==> src/rtl/systolic_seq_ctrl.sv <==
// Sequencer for an N x N systolic MAC grid: clears the grid, issues skewed lane reads, drains, strobes capture.
// Optional build macro SYSTOLIC_PERF_EN adds a 16-bit busy-cycle counter on port perf_cycles.
module systolic_seq_ctrl #(
  parameter int unsigned N    = 4,
  parameter int unsigned KMAX = 16,
  parameter int unsigned KW   = 5
) (
  input  logic            clk,
  input  logic            rst,
  input  logic            start,
  input  logic            abort,
  input  logic [KW-1:0]   k_len,
  output logic            busy,
  output logic            done,
  output logic            err,
  output logic            array_flag,
  output logic [N-1:0]    lane_valid,
  output logic [N*KW-1:0] lane_k,
  output logic            res_capture
`ifdef SYSTOLIC_PERF_EN
  ,
  output logic [15:0]     perf_cycles
`endif
);

  localparam int unsigned TW = KW + 1;

  typedef enum logic [2:0] {
    S_IDLE,
    S_CLEAR,
    S_FEED,
    S_DRAIN,
    S_CAPT
  } state_t;

  state_t          r_state, w_state_nxt;
  logic [TW-1:0]   r_t, w_t_nxt;
  logic [KW-1:0]   r_k, w_k_nxt;
  logic            w_err_nxt;
  logic            w_k_ok;
  logic            w_feed_last;
  logic            w_drain_last;
  logic [N-1:0]    w_lv_nxt;
  logic [N*KW-1:0] w_lk_nxt;

  logic            r_busy, r_done, r_err, r_flag, r_cap;
  logic [N-1:0]    r_lane_valid;
  logic [N*KW-1:0] r_lane_k;

  assign w_k_ok       = (k_len != '0) && (k_len <= KW'(KMAX));
  assign w_feed_last  = (r_t == ({1'b0, r_k} + TW'(N - 2)));
  assign w_drain_last = (r_t == TW'(2 * N - 1));

  always_comb begin
    w_state_nxt = r_state;
    w_t_nxt     = r_t;
    w_k_nxt     = r_k;
    w_err_nxt   = 1'b0;
    case (r_state)
      S_IDLE: begin
        if (start) begin
          if (w_k_ok) begin
            w_k_nxt     = k_len;
            w_state_nxt = S_CLEAR;
          end else begin
            w_err_nxt = 1'b1;
          end
        end
      end
      S_CLEAR: begin
        w_t_nxt     = '0;
        w_state_nxt = S_FEED;
      end
      S_FEED: begin
        if (w_feed_last) begin
          w_t_nxt     = '0;
          w_state_nxt = S_DRAIN;
        end else begin
          w_t_nxt = r_t + TW'(1);
        end
      end
      S_DRAIN: begin
        if (w_drain_last) begin
          w_t_nxt     = '0;
          w_state_nxt = S_CAPT;
        end else begin
          w_t_nxt = r_t + TW'(1);
        end
      end
      S_CAPT:  w_state_nxt = S_IDLE;
      default: w_state_nxt = S_IDLE;
    endcase
    if (abort && (r_state != S_IDLE)) begin
      w_state_nxt = S_IDLE;
      w_t_nxt     = '0;
    end
  end

  // Lane outputs are decoded from the next state/t so the registered copies
  // line up with the cycle in which t holds that value.
  always_comb begin
    w_lv_nxt = '0;
    w_lk_nxt = '0;
    for (int unsigned i = 0; i < N; i++) begin
      w_lv_nxt[i] = (w_state_nxt == S_FEED) && (w_t_nxt >= TW'(i)) &&
                    (w_t_nxt < (TW'(i) + {1'b0, w_k_nxt}));
      w_lk_nxt[i*KW +: KW] = w_lv_nxt[i] ? KW'(w_t_nxt - TW'(i)) : '0;
    end
  end

  always_ff @(posedge clk or negedge rst) begin
    if (!rst) begin
      r_state      <= S_IDLE;
      r_t          <= '0;
      r_k          <= '0;
      r_busy       <= 1'b0;
      r_done       <= 1'b0;
      r_err        <= 1'b0;
      r_flag       <= 1'b0;
      r_cap        <= 1'b0;
      r_lane_valid <= '0;
      r_lane_k     <= '0;
    end else begin
      r_state      <= w_state_nxt;
      r_t          <= w_t_nxt;
      r_k          <= w_k_nxt;
      r_busy       <= (w_state_nxt != S_IDLE);
      r_done       <= (w_state_nxt == S_CAPT);
      r_err        <= w_err_nxt;
      r_flag       <= (w_state_nxt == S_FEED) || (w_state_nxt == S_DRAIN) ||
                      (w_state_nxt == S_CAPT);
      r_cap        <= (w_state_nxt == S_CAPT);
      r_lane_valid <= w_lv_nxt;
      r_lane_k     <= w_lk_nxt;
    end
  end

  assign busy        = r_busy;
  assign done        = r_done;
  assign err         = r_err;
  assign array_flag  = r_flag;
  assign res_capture = r_cap;
  assign lane_valid  = r_lane_valid;
  assign lane_k      = r_lane_k;

`ifdef SYSTOLIC_PERF_EN
  logic [15:0] r_perf;

  always_ff @(posedge clk or negedge rst) begin
    if (!rst) begin
      r_perf <= '0;
    end else if ((r_state == S_IDLE) && start && w_k_ok) begin
      r_perf <= '0;
    end else if (r_busy && (r_perf != '1)) begin
      r_perf <= r_perf + 16'd1;
    end
  end

  assign perf_cycles = r_perf;
`endif

endmodule

==> config.mk <==
export PLATFORM = sky130hd
export DESIGN_NAME = systolic_seq_ctrl
export DESIGN_NICKNAME = d
export VERILOG_FILES = /design/src/rtl/systolic_seq_ctrl.sv
export SDC_FILE = /design/constraint.sdc
export NUM_CORES = 1
export LEC_CHECK = 0
export BUFFER_PORTS_ARGS = -buffer_cell sky130_fd_sc_hd__buf_2
export CELL_PAD_IN_SITES_DETAIL_PLACEMENT = 0
export CELL_PAD_IN_SITES_GLOBAL_PLACEMENT = 1
export CORE_ASPECT_RATIO = 1.5
export CORE_MARGIN = 1.5
export CORE_UTILIZATION = 45
export CTS_BUF_LIST = sky130_fd_sc_hd__clkbuf_8 sky130_fd_sc_hd__clkbuf_16
export CTS_CLUSTER_DIAMETER = 80
export DETAILED_ROUTE_END_ITERATION = 10
export GPL_ROUTABILITY_DRIVEN = 0
export PLACE_DENSITY = 0.86
export SYNTH_ARGS = -nofsm -noshare
export SYNTH_HDL_FRONTEND = slang
export SYNTH_SLANG_ARGS = --single-unit
==> constraint.sdc <==
create_clock -name clk -period 4.4 [get_ports clk]
set_input_delay 0.22 -clock clk [delete_from_list [all_inputs] [get_ports clk]]
set_output_delay 0.22 -clock clk [all_outputs]
set_load 0.005 [all_outputs]
==> impl_results.md <==
* Status: completed
* Area grow syn2layout at 11.6%
* Flop-to-flop setup slack at 500 ps
* CP arrival at 4070 ps
* DRC viols at 0
* Vias in the first global route at approximately 2.3k
* Pwr Density at 583 nW/um^2
* Total chip power at between 1.5 and 2 mW
* Dpl ws at between 500 and 600 ps
* Cts bufs inserted at 5
* Syn avg cell area at between 9 and 10 sq um
* Final worst slack at ~500 ps
* Core Footprint at 6220 sq um
* Slew Limit Fails at 0
* Synth Cell Area at between 2000 and 3000 sq um
* Initial Util at between 40% and 50%
* Initial antenna violation count at 0
* Clk slew on worst S/H paths at 80 ps
* Pin count of the biggest net entering global routing at between 40 and 50
* Final ANT Viol Nets at 0
* Yosys reg bits at 42
* H-tree level count at 2
* Die area at roughly 7100 sq um
* Crit end category: register
* Post-CTS resize count at 0
* Post-CTS Setup Repair Bufs at 0
* Nets@finish at 372
* Startpoint types: register
* HPWL after DPL at ~5400 um
* Tmin final at just under 4000 ps
* Die width at 69.1 um
* Ys async rst share at 100%
* All-Layer GR Usage at around 20%
* CTS root buf: clkbuf_8
* Worst rel slew slack at between 30% and 40%
* Critical Path RT at 4570 ps
* Max Fclk at 256 MHz
* Gr ovfl total at 0
* CP startpoint: r_state[1]$_DFF_PN0_
* Post-synth EDFFs at 0
* Final setup vio count at 0
* Number of distinct library cells after synthesis at around 70
* Top_reg_cell synth: dfrtp_1
* I/O Pins at 38
* Leakage at between 1.5 and 2 nW
* Clk buf depth at 2
* Inst Count DP at about 410
* WL final at around 7000 um
* Cell Area, Placed at between 3000 and 4000 sq um
* Synth area leader: dfrtp_1
* Post-Syn Nets at approximately 340
* Register area share after synthesis at 35.7%
* Setup CP Type: register to register
* DR WL/cell at approximately 17 um
* Setup TNS at 0 ps
* FP Rows at 35
* Post-Layout Cell Count at slightly above 400
* Reg2reg start: r_state[1]$_DFF_PN0_
* Iter 0 DRT Violations at between 150 and 200
* Pre-Repair DR Iteration Count at 4
* Worst r2r path cells at 13
* Share of cells above drive strength 1 at a little under a quarter
* Area fraction of the dominant cell type after synthesis at between 30% and 40%
* Worst Setup EP: lane_k[18]$_DFF_PN0_
* Final hold slack at 64.7 ps
* Max-Cap Viols at 0
* Post-Layout Inst Area at between 3000 and 4000 sq um
* Final cell utilization of the core at about 53%
* Worst R2R End: lane_k[18]$_DFF_PN0_
* Port Buf Inserts at 37
* Largest cells by area after synthesis: dfrtp_1, ha_1, xnor2_1, nor2_1, xor2_1
* Crit Path Max Fanout at 17
* Final Hold Viols at 0
* Worst-Skew Late Latency at about 300 ps
* Slew of the pin with the lowest slew margin at approximately 950 ps
* Final clock skew at 8.00 ps
* Vias at 2343
* Worst Hold Class: input port to asynchronous set/reset pin
* Chip height at between 100 and 150 um
* RSZ-0062 raised after global routing: false
* Sink Count at 42
* CTS tree: done
* Hold buffer count at CTS at 0
* VDD IR max at 316 uV
* Crit share post-route at 88.6%
* First-pass GRT wire length at about 11000 um
* Yosys warning total at 0
* Mapped Cells at just over 300
* ANT cells at 0
* Vias per cell at roughly 5.6
==> power breakdown <==
part / total, mW / internal [mW] / switching, mW
sequential: 0.540 / 0.458 / 0.0818
clock: 0.310 / 0.167 / 0.143
combinational: 1.07 / 0.430 / 0.637
total: 1.92 / 1.06 / 0.862
==> sequential cells by signal, indices dropped and copies added, names as in the netlist <==
name         flops
busy             1
array_flag       1
r_k              5
r_t              6
res_capture      1
r_state          3
err              1
lane_valid       4
lane_k          20
==> area by class of cell <==
cell class,instances,area [sq um]
inverters,23,86.3
clock inverters,3,41.3
fillers,604,2930
flip-flops and latches,42,1050
clock buffers,5,68.8
repair buffers,41,215
multi-input cells,227,1730
well taps,74,92.6
==> layer usage <==
metal	up-vias	GRT usage, %	part of all wire [%]
li1	1154	-	-
met3	20	3.45	2.8
met2	50	36.9	52
met1	1119	23.1	41
met4	0	11.6	4.3
met5	-	0	0
==> worst max-delay path, cell delays in order, from the launching register on <==
cell and delay, ps:
dfrtp_1 600, nor4b_4 400, nand2_1 180, mux2i_1 240, inv_1 110, ha_1 230
and4_1 210, a311o_1 350, o21ai_0 220, ha_1 170, a21boi_1 210, a21oi_1 110
o41ai_4 640, nor2_2 90
==> kinds of logic (layout without fill, tap and decap cells) <==
kind of cell	Yosys count	in the layout	synth area share (%)
flops	42	42	35.7
mux	4	4	1.36
simple gates	102	102	19.2
fa+ha+maj	23	23	9.77
compound gates	72	72	20.5
xor+xnor	26	26	7.98
buf+inv	34	72	5.52
==> cells in the mapped netlist, types with 4 or more instances <==
| cell type | number |
|---|---|
| a21o_1 | 4 |
| a21oi_1 | 12 |
| a22oi_1 | 4 |
| buf_2 | 4 |
| dfrtp_1 | 42 |
| ha_1 | 23 |
| inv_1 | 20 |
| mux2i_1 | 4 |
| nand2_1 | 17 |
| nand3_1 | 12 |
| nand3b_1 | 4 |
| nor2_1 | 29 |
| nor2_2 | 6 |
| nor3_1 | 9 |
| o21ai_0 | 8 |
| or3_1 | 5 |
| xnor2_1 | 16 |
| xor2_1 | 9 |
==> layout by cell type, fill, tap and decap left out, types with 5 or more instances in the layout <==
master and n:
dfrtp_1 42, a21oi_1 12, nor3_1 9, buf_2 37
xor2_1 9, o21ai_0 8, nand3_1 12, clkbuf_8 5
or3_1 5, xnor2_1 16, nand2_1 17, inv_1 21
ha_1 23, nor2_1 29, nor2_2 6
==> worst min path at each step <==
stage | cells past startpoint | startpoint | to | slack (ps)
2_1_floorplan | 0 | rst | array_flag$_DFF_PN0_ | -80
3_3_place_gp | 1 | rst | lane_k[0]$_DFF_PN0_ | 410
3_5_place_dp | 1 | rst | lane_k[0]$_DFF_PN0_ | 430
4_1_cts | 1 | rst | r_t[4]$_DFF_PN0_ | 100
5_1_grt | 1 | rst | lane_k[0]$_DFF_PN0_ | 140
6_report | 1 | rst | lane_k[0]$_DFF_PN0_ | 60
(Power assumes the default switching activity.)
